<file path="src/rtl/ps2_pkg.sv">
// Shared constants, types and the seven-segment table
// for the PS/2 scan-code capture and display block.
package ps2_pkg;

  localparam logic [7:0] PS2_BREAK = 8'hF0;
  localparam logic [7:0] PS2_EXT   = 8'hE0;
  localparam logic [6:0] SEG_BLANK = 7'h7F;

  typedef struct packed {
    logic [7:0] code;
    logic       ext;
  } scan_entry_t;

  typedef enum logic [1:0] {
    RX_IDLE,
    RX_DATA,
    RX_PARITY,
    RX_STOP
  } rx_state_e;

  // Active-low segments, bit0 = a .. bit6 = g
  function automatic logic [6:0] hex7seg(input logic [3:0] n);
    logic [6:0] s;
    unique case (n)
      4'h0: s = 7'h40;
      4'h1: s = 7'h79;
      4'h2: s = 7'h24;
      4'h3: s = 7'h30;
      4'h4: s = 7'h19;
      4'h5: s = 7'h12;
      4'h6: s = 7'h02;
      4'h7: s = 7'h78;
      4'h8: s = 7'h00;
      4'h9: s = 7'h10;
      4'hA: s = 7'h08;
      4'hB: s = 7'h03;
      4'hC: s = 7'h46;
      4'hD: s = 7'h21;
      4'hE: s = 7'h06;
      4'hF: s = 7'h0E;
      default: s = SEG_BLANK;
    endcase
    return s;
  endfunction

endpackage

</file>
<file path="src/rtl/ps2_frame_rx.sv">
// PS/2 pin synchroniser and 11-bit frame receiver with
// parity/stop checking and an inactivity timeout.
module ps2_frame_rx
  import ps2_pkg::*;
#(
  parameter int TIMEOUT_CYCLES = 50000
) (
  input  logic       clk,
  input  logic       rst_n,
  input  logic       ps2_clk_i,
  input  logic       ps2_data_i,
  output logic       rx_valid_o,
  output logic [7:0] rx_byte_o,
  output logic       rx_err_o
);

  localparam int TW = $clog2(TIMEOUT_CYCLES + 1);
  localparam logic [TW-1:0] TO_LAST = TW'(TIMEOUT_CYCLES - 1);

  logic          clk_s1_q, clk_s2_q, clk_s3_q;
  logic          dat_s1_q, dat_s2_q, dat_q;
  logic          fe_q;
  rx_state_e     state_q;
  logic [2:0]    bitcnt_q;
  logic [7:0]    shift_q;
  logic          par_q;
  logic [TW-1:0] cnt_q;
  logic          valid_q, err_q;

  always_ff @(posedge clk or negedge rst_n) begin
    if (!rst_n) begin
      clk_s1_q <= 1'b1;
      clk_s2_q <= 1'b1;
      clk_s3_q <= 1'b1;
      dat_s1_q <= 1'b1;
      dat_s2_q <= 1'b1;
      dat_q    <= 1'b1;
      fe_q     <= 1'b0;
      state_q  <= RX_IDLE;
      bitcnt_q <= '0;
      shift_q  <= '0;
      par_q    <= 1'b0;
      cnt_q    <= '0;
      valid_q  <= 1'b0;
      err_q    <= 1'b0;
    end else begin
      clk_s1_q <= ps2_clk_i;
      clk_s2_q <= clk_s1_q;
      clk_s3_q <= clk_s2_q;
      dat_s1_q <= ps2_data_i;
      dat_s2_q <= dat_s1_q;
      // data is registered alongside fe so both refer to the same edge
      dat_q    <= dat_s2_q;
      fe_q     <= clk_s3_q & ~clk_s2_q;
      valid_q  <= 1'b0;
      err_q    <= 1'b0;
      if (fe_q) begin
        cnt_q <= '0;
        unique case (state_q)
          RX_IDLE: begin
            if (!dat_q) begin
              state_q  <= RX_DATA;
              bitcnt_q <= '0;
            end
          end
          RX_DATA: begin
            shift_q  <= {dat_q, shift_q[7:1]};
            bitcnt_q <= bitcnt_q + 3'd1;
            if (bitcnt_q == 3'd7) state_q <= RX_PARITY;
          end
          RX_PARITY: begin
            par_q   <= dat_q;
            state_q <= RX_STOP;
          end
          RX_STOP: begin
            if (dat_q && (^{shift_q, par_q})) valid_q <= 1'b1;
            else                              err_q   <= 1'b1;
            state_q <= RX_IDLE;
          end
        endcase
      end else if (state_q == RX_IDLE) begin
        cnt_q <= '0;
      end else if (cnt_q == TO_LAST) begin
        cnt_q   <= '0;
        state_q <= RX_IDLE;
        err_q   <= 1'b1;
      end else begin
        cnt_q <= cnt_q + 1'b1;
      end
    end
  end

  assign rx_valid_o = valid_q;
  assign rx_byte_o  = shift_q;
  assign rx_err_o   = err_q;

endmodule

</file>
<file path="src/rtl/ps2_scan_history.sv">
// PS/2 capture top: prefix decode, make-code history
// and active-low hex display of the stored codes.
module ps2_scan_history
  import ps2_pkg::*;
#(
  parameter int NUM_CODES      = 3,
  parameter int TIMEOUT_CYCLES = 50000,
  parameter int FILTER_BREAK   = 1
) (
  input  logic                               clk,
  input  logic                               reset,
  input  logic                               ps2_clk,
  input  logic                               ps2_data,
  input  logic                               freeze,
  input  logic                               clear,
  output logic [2*NUM_CODES-1:0][6:0]        segments,
  output logic [7:0]                         last_code,
  output logic                               last_ext,
  output logic [$clog2(NUM_CODES+1)-1:0]     code_count,
  output logic                               new_code,
  output logic                               frame_err
);

  localparam int CW = $clog2(NUM_CODES + 1);
  localparam logic [CW-1:0] CNT_MAX = CW'(NUM_CODES);
  localparam logic FILT = (FILTER_BREAK != 0);

  logic       rx_valid;
  logic [7:0] rx_byte;
  logic       rx_err;

  ps2_frame_rx #(
    .TIMEOUT_CYCLES(TIMEOUT_CYCLES)
  ) u_rx (
    .clk       (clk),
    .rst_n     (reset),
    .ps2_clk_i (ps2_clk),
    .ps2_data_i(ps2_data),
    .rx_valid_o(rx_valid),
    .rx_byte_o (rx_byte),
    .rx_err_o  (rx_err)
  );

  scan_entry_t [NUM_CODES-1:0] hist_q, hist_d;
  logic [CW-1:0] count_q, count_d;
  logic          brk_q, brk_d;
  logic          ext_q, ext_d;
  logic          nc_q, push;

  always_comb begin
    brk_d   = brk_q;
    ext_d   = ext_q;
    hist_d  = hist_q;
    count_d = count_q;
    push    = 1'b0;
    if (rx_valid) begin
      unique case (1'b1)
        (rx_byte == PS2_BREAK): brk_d = 1'b1;
        (rx_byte == PS2_EXT):   ext_d = 1'b1;
        default: begin
          push  = !(brk_q && FILT) && !freeze;
          brk_d = 1'b0;
          ext_d = 1'b0;
        end
      endcase
    end
    if (push) begin
      for (int i = NUM_CODES - 1; i > 0; i--) begin
        hist_d[i] = hist_q[i-1];
      end
      hist_d[0].code = rx_byte;
      hist_d[0].ext  = ext_q;
      if (count_q != CNT_MAX) count_d = count_q + 1'b1;
    end
    // clear overrides both a push and a prefix update
    if (clear) begin
      brk_d   = 1'b0;
      ext_d   = 1'b0;
      hist_d  = '0;
      count_d = '0;
      push    = 1'b0;
    end
  end

  always_ff @(posedge clk or negedge reset) begin
    if (!reset) begin
      hist_q  <= '0;
      count_q <= '0;
      brk_q   <= 1'b0;
      ext_q   <= 1'b0;
      nc_q    <= 1'b0;
    end else begin
      hist_q  <= hist_d;
      count_q <= count_d;
      brk_q   <= brk_d;
      ext_q   <= ext_d;
      nc_q    <= push;
    end
  end

  always_comb begin
    segments = {2*NUM_CODES{SEG_BLANK}};
    for (int i = 0; i < NUM_CODES; i++) begin
      if (CW'(i) < count_q) begin
        segments[2*i]   = hex7seg(hist_q[i].code[3:0]);
        segments[2*i+1] = hex7seg(hist_q[i].code[7:4]);
      end
    end
  end

  assign last_code  = hist_q[0].code;
  assign last_ext   = hist_q[0].ext;
  assign code_count = count_q;
  assign new_code   = nc_q;
  assign frame_err  = rx_err;

endmodule

</file>
<file path="config.mk">
export PLATFORM = sky130hd
export DESIGN_NAME = ps2_scan_history
export DESIGN_NICKNAME = d
export VERILOG_FILES = /design/src/rtl/ps2_pkg.sv /design/src/rtl/ps2_frame_rx.sv /design/src/rtl/ps2_scan_history.sv
export SDC_FILE = /design/constraint.sdc
export NUM_CORES = 1
export LEC_CHECK = 0
export CORE_UTILIZATION = 45
export CTS_CLUSTER_DIAMETER = 100
export DETAILED_ROUTE_END_ITERATION = 16
export PLACE_DENSITY = 0.66
export SLEW_MARGIN = 15
export SYNTH_ARGS = -nofsm -noshare
export SYNTH_HDL_FRONTEND = slang
export SYNTH_SLANG_ARGS = --single-unit
</file>
<file path="constraint.sdc">
create_clock -name clk -period 3.6 [get_ports clk]
set_input_delay 0.36 -clock clk [delete_from_list [all_inputs] [get_ports clk]]
set_output_delay 0.36 -clock clk [all_outputs]
set_load 0.005 [all_outputs]
</file>
==> impl_metrics.ini, run 1 <==
[run]
drv_cap = 0

[cts]
post-cts-setup-buffers = 0
hold_buffers = 0
cts.path.max_buffers = 2
cts_sinks = 69
numCtsBuffers = 9
postCtsResizedCells = 0
worstSkewPairLatency_ns = 0.34
clockRootBuffer = clkbuf_8
cts_tree = done
cts.reportedPaths.clkPinSlew_ns = 0.07
h-tree-depth = 3

[timing]
slew_headroom = 0.487
period_share = 0.761
fmax_mhz = 365
layout_min_cycle_time_ns = 2.74
tightest_slew_ns = 0.770
setup_ws_ns = 0.862
hold_viol_final = 0
fin_setup_tns_ns = 0
skew_ns = 0.00631
setup_viol = 0
rsz0062_at_grt = false
maxSlewViolCount = 0

[setup_path]
r2r_start = u_rx.rx_byte_o[3]$_DFFE_PN0P_
slowest_stage = dfrtp_1
arrival_ns = 2.38
cp_top_family = buffers and inverters
r2r_setup_slack_ns = 1.49
rr_worst_depth = 4
critPathMaxStageDelay_ns = 0.54
crit_path_cell_trace = inv_1 -> ha_1 -> nor2b_1 -> a21oi_1 -> nor2_1 -> a211o_1 -> clkdlybuf4s50_1
regToRegEndpoint = hist_q[26]$_DFFE_PN0P_
critPathKind = register to output port
endpoint_kind = output port
path_max_fanout = 8
crit_buf_inv = 2
start_kind = register
worst_ep_required_time_ns = 3.24

[place]
dp_hpwl_um = 6950
gp_congestion = 0.843
io_buffers = 60
placed_cell_area_um2 = 5230
pre_cts_slack_ns = 1.20

[route]
wl_per_cell_um = 14.7
drt_iter0_drc = 273
drtPass1Iterations = 4
drc = 0
final_antenna_net_count = 0
viasPerCell = 5.45
routed_wirelength_um = 9710
num_vias = 3606

[global_route]
grt_remaining_overflow = 0
antenna_found_initial = 0
track_usage = 0.187
grt_pass1_wl_um = 16800
grt_pass1_vias = 3522
grt_max_degree = 38

[logic_synthesis]
yosysSeqAreaShare = 0.373
syn_avg_cell_area_um2 = 9.54
synth_ff_type = dfrtp_1
yosys.cell_types.count = 53
yosys_warnings = 0
syn_nets = 538
yosys.area.top_type = dfrtp_1
syn_inst = 487
yosys-top-cells-area = dfrtp_1, ha_1, a22o_1
ys_ff_latch = 69
async_flop_share = 1.00
synth.cell_area_um2 = 4650
synth_edf_count = 0
synth_top_area_frac = 0.339

[cells_and_area]
final_area_um2 = 5410
drive_gt1_frac = 0.0832
utilization = 0.546
n_antenna_cell = 0
mostFrequentLayoutCells = dfrtp_1, clkdlybuf4s50_1, ha_1, nor2_1, nand2_1
final_common_cell = dfrtp_1
area_growth_syn_to_layout_pct = 16.5
layout.nets = 575
n_fill_cell = 918

[pwr]
irDropWorstVdd_v = 0.000269
leakage_uw = 0.00223
power.total_uw = 2080
power_density_nw_per_um2 = 385

[floorplanning]
initial_core_util = 0.469
die_height_um = 104
dieArea_um2 = 10700
coreArea_um2 = 9910
dieWidth_um = 104
io_pins = 61
rows = 36

[status]
outcome = finished, final reports clean

[hold_path]
min_path_type = primary input to async pin
[kinds of logic (layout without fill, tap and decap cells)]
logic type / after synthesis / after routing / share of synthesized area
multiplexers: 17 / 17 / 0.0393
adder cells (fa/ha/maj): 45 / 45 / 0.121
flip-flops: 69 / 69 / 0.373
AND/OR/NAND/NOR: 146 / 146 / 0.163
AO/OA/AOI/OAI: 134 / 134 / 0.206
buffers and inverters: 58 / 100 / 0.0598
XOR/XNOR: 18 / 18 / 0.0369
[Yosys cell counts, types with 2 or more instances]
cell       n
dfrtp_1   63
mux2i_1    7
nand3b_1   5
nor3_1     6
mux2_2    10
a21oi_1   16
dfstp_2    6
nand4_1    3
a22o_1    25
a211o_1   10
nand2_1   32
nor4bb_1   2
nor2_1    39
o31a_1     3
or3_1      5
clkbuf_1  24
a21boi_0   4
buf_6      4
o211ai_1  11
nand3_1   11
inv_1     22
o21a_1     6
ha_1      45
a22oi_1    2
xnor2_1   11
nor2b_1   15
xor2_1     6
buf_4      8
o311ai_0   9
and3_1     7
a211oi_1   2
a31oi_1   10
nand2b_1   9
o21ai_0   29
a21o_1     2
[layout make-up]
cell class	count	area, um2	share of cell area
clock buffer	11	151	0.0280
clock inverter	5	35.0	0.00647
inverter	22	82.6	0.0153
multi-input combinational	360	2630	0.486
sequential	69	1730	0.320
tap	133	166	0.0307
timing repair buffer	62	611	0.113
[worst max-delay path by stage]
stage	to	slack, ns	depth (start not counted)	start
final	segments[7]	0.86	7	last_code[5]$_DFFE_PN0P_
after global routing	segments[34]	0.65	4	code_count[1]$_DFFE_PN0P_
after CTS	segments[7]	0.84	7	last_code[5]$_DFFE_PN0P_
after detailed placement	segments[7]	1.20	7	last_code[5]$_DFFE_PN0P_
after global placement	segments[7]	1.21	7	last_code[5]$_DFFE_PN0P_
after floorplan	hist_q[26]$_DFFE_PN0P_	1.83	5	u_rx.rx_byte_o[3]$_DFFE_PN0P_
[report_power, final]
group,internal (uW),switching (uW)
sequential,869,112
clock,287,291
combinational,263,260
total,1420,663
[per-layer routing]
metal  up-vias  GRT usage  share of wire
met4         0     0.0414          0.011
met2        72      0.326           0.49
li1       1819          -              -
met1      1705      0.241           0.47
met3        10     0.0352          0.032
met5         -          0              0
[worst register-to-register path, stage by stage, from the launching register on]
cell     delay [ns]
dfrtp_1        0.43
or4_1          0.58
o21a_2         0.27
a21oi_4        0.53
a22o_1         0.24
[through the flow]
stage,instances,hold WS [ns]
2_1_floorplan,487,0.0644
3_3_place_gp,646,0.349
3_5_place_dp,646,0.348
4_1_cts,662,0.109
5_1_grt,662,0.162
6_report,662,0.0967
[state kept, by name, indices dropped and copies added (netlist names), 2 cells and up]
| name | flops |
|---|---|
| hist_q | 16 |
| u_rx.cnt_q | 16 |
| last_code | 8 |
| u_rx.rx_byte_o | 8 |
| u_rx.bitcnt_q | 3 |
| code_count | 2 |
| u_rx.state_q | 2 |
(Power assumes the default switching activity.)
==> run 2: changes to the inputs <==
- PLACE_DENSITY: 0.66 -> 0.69
- clock period: 3.6 -> 2.45 ns (I/O delays scaled with it)
==> run 2 against run 1 <==
  * Die area did not move
  * First-iteration DRC count fell by 47%
  * Cell count rose by 2.3%
  * Total power rose by 62%
  * Clock-buffer cell count fell by 1
  * Clock power rose by 97%
  * Global-route usage rose by 0.10 points
  * Sequential share of layout area fell by 1.2 points
  * Non-clock buffer count rose by 15
  * Highest routed layer unchanged
==> impl_metrics.ini, run 2 (synthesis results as in run 1) <==
[place]
dp_hpwl_um = 6750
io_buffers = 60
placedCellCount = 649
gp_congestion = 0.780
pre_cts_slack_ns = 0.225

[cts]
worstSkewPairLatency_ns = 0.34
numCtsBuffers = 9
clockRootBuffer = clkbuf_8
cts.path.max_buffers = 2
cts_tree = done
h-tree-depth = 3
cts_sinks = 69
cts.reportedPaths.clkPinSlew_ns = 0.07

[timing]
skew_ns = 0.00995
setup_viol = 0
maxSlewViolCount = 0
period_share = 0.963
fmax_mhz = 424
slew_headroom = 0.345
tightest_slew_ns = 0.982
setup_ws_ns = 0.0902
hold_viol_final = 0
layout_min_cycle_time_ns = 2.36

[cells_and_area]
reg.largest.list = hist_q x16, u_rx.cnt_q x16
mostFrequentLayoutCells = clkdlybuf4s50_1, dfrtp_1, nor2_1, ha_1, nand2_1
area_growth_syn_to_layout_pct = 22.2
drive_gt1_frac = 0.153
stdcell_count = 677
final_common_cell = clkdlybuf4s50_1
layout.nets = 590
n_fill_cell = 860
n_antenna_cell = 0
multi_input_area_um2 = 2680
seqCellArea_um2 = 1750

[setup_path]
r2r_setup_slack_ns = 0.47
crit_path_cell_trace = buf_4 -> ha_1 -> nand2_1 -> a21oi_1 -> a311o_1 -> clkdlybuf4s50_1
worst_ep_required_time_ns = 2.20
rr_worst_depth = 5
critPathMaxStageDelay_ns = 0.45
critPathKind = register to output port
slowest_stage = clkdlybuf4s50_1
start_kind = register
endpoint_kind = output port
arrival_ns = 2.11
path_max_fanout = 4

[status]
outcome = finished, final reports clean

[route]
drc = 0
routed_wirelength_um = 9720
drtPass1Iterations = 4
num_vias = 3726
viasPerCell = 5.50
wl_per_cell_um = 14.4
drt_iter0_drc = 145
final_antenna_net_count = 0

[pwr]
leakage_uw = 0.00232
irDropWorstVdd_v = 0.000488
power_density_nw_per_um2 = 594

[floorplanning]
die_height_um = 104
dieWidth_um = 104
dieArea_um2 = 10700
io_pins = 61
coreArea_um2 = 9910
rows = 36
initial_core_util = 0.469

[run]
drv_cap = 0

[global_route]
grt_max_degree = 70
antenna_found_initial = 0
grt_pass1_vias = 3538
track_usage = 0.188
grt_pass1_wl_um = 16700
grt_remaining_overflow = 0

[hold_path]
min_path_type = primary input to register
holdPathStages = 1
## run 2: changes by cell type in the layout (fill, tap and decap cells not counted), sizes merged
cell	delta
dlygate4sd3	+1
clkinv	-3
clkdlybuf4s50	-1
clkinvlp	+1
dlymetal6s2s	+1
buf	+14
clkbuf	-1
bufinv	+3
## run 2: timing repair
action	in CTS	in global routing
endpoints found under the hold margin	63	0
cloned	0	0
buffers inserted	2	9
endpoints found under the setup margin	13	27
gates resized for setup	5	27
pin swaps	0	0
hold buffers	1	0
## run 2: where the power goes
part           switching, uW  internal (uW)
Clock                    439            702
Sequential               163           1280
Combinational            392            398
Total                    994           2380
## run 2: stage by stage
step / cell area [um2] / hold slack [ns] / total power [uW] / setup TNS [ns] / utilization
after floorplan: 4650 / -0.0506 / 2020 / 0 / -
after CTS: 5550 / 0.298 / 3390 / 0 / 0.560
after global placement: 5280 / 0.296 / 2210 / 0 / 0.532
after global routing: 5680 / 0.300 / 3570 / -0.000736 / 0.573
after detailed placement: 5280 / 0.301 / 2240 / 0 / 0.532
final: 5680 / 0.308 / 3370 / 0 / 0.573
## run 2: layout make-up
type / count / area share
Multi-Input combinational cell: 360 / 0.472
Sequential cell: 69 / 0.308
Timing Repair Buffer: 77 / 0.133
Tap cell: 133 / 0.0293
Clock buffer: 10 / 0.0242
Clock inverter: 6 / 0.0194
Inverter: 22 / 0.0145
## run 2: worst max-delay path, delay by kind of cell (launching register included)
kind	cells	cell delay [ns]
flops	1	0.44
fa+ha+maj	1	0.21
buf+inv	2	0.61
simple gates	1	0.11
compound gates	2	0.42
## run 2: routing by layer
metal / track usage / vias up / wire length, um
li1: - / 1842 / -
met1: 0.242 / 1817 / 4580
met2: 0.323 / 55 / 4790
met3: 0.0252 / 12 / 215
met4: 0.0704 / 0 / 138
met5: 0 / - / 0
## run 2: path summary, 6_finish.rpt
kind,endpoint,start
setup / recovery,segments[13],last_code[4]$_DFFE_PN0P_
hold / removal,u_rx.dat_s1_q$_DFF_PN1_,ps2_data
setup reg to reg,hist_q[10]$_DFFE_PN0P_,u_rx.rx_byte_o[3]$_DFFE_PN0P_
hold reg to reg,u_rx.dat_s2_q$_DFF_PN1_,u_rx.dat_s1_q$_DFF_PN1_
max in group asynchronous,u_rx.dat_s2_q$_DFF_PN1_,reset
min in group asynchronous,u_rx.bitcnt_q[1]$_DFFE_PN0P_,reset
==> run 3: changes to the inputs <==
- CAP_MARGIN: unset -> 5
- CTS_CLUSTER_DIAMETER: 100 -> 80
==> results of run 3 <==
No change in the layout: final DEF, timing and power equal those of run 2.
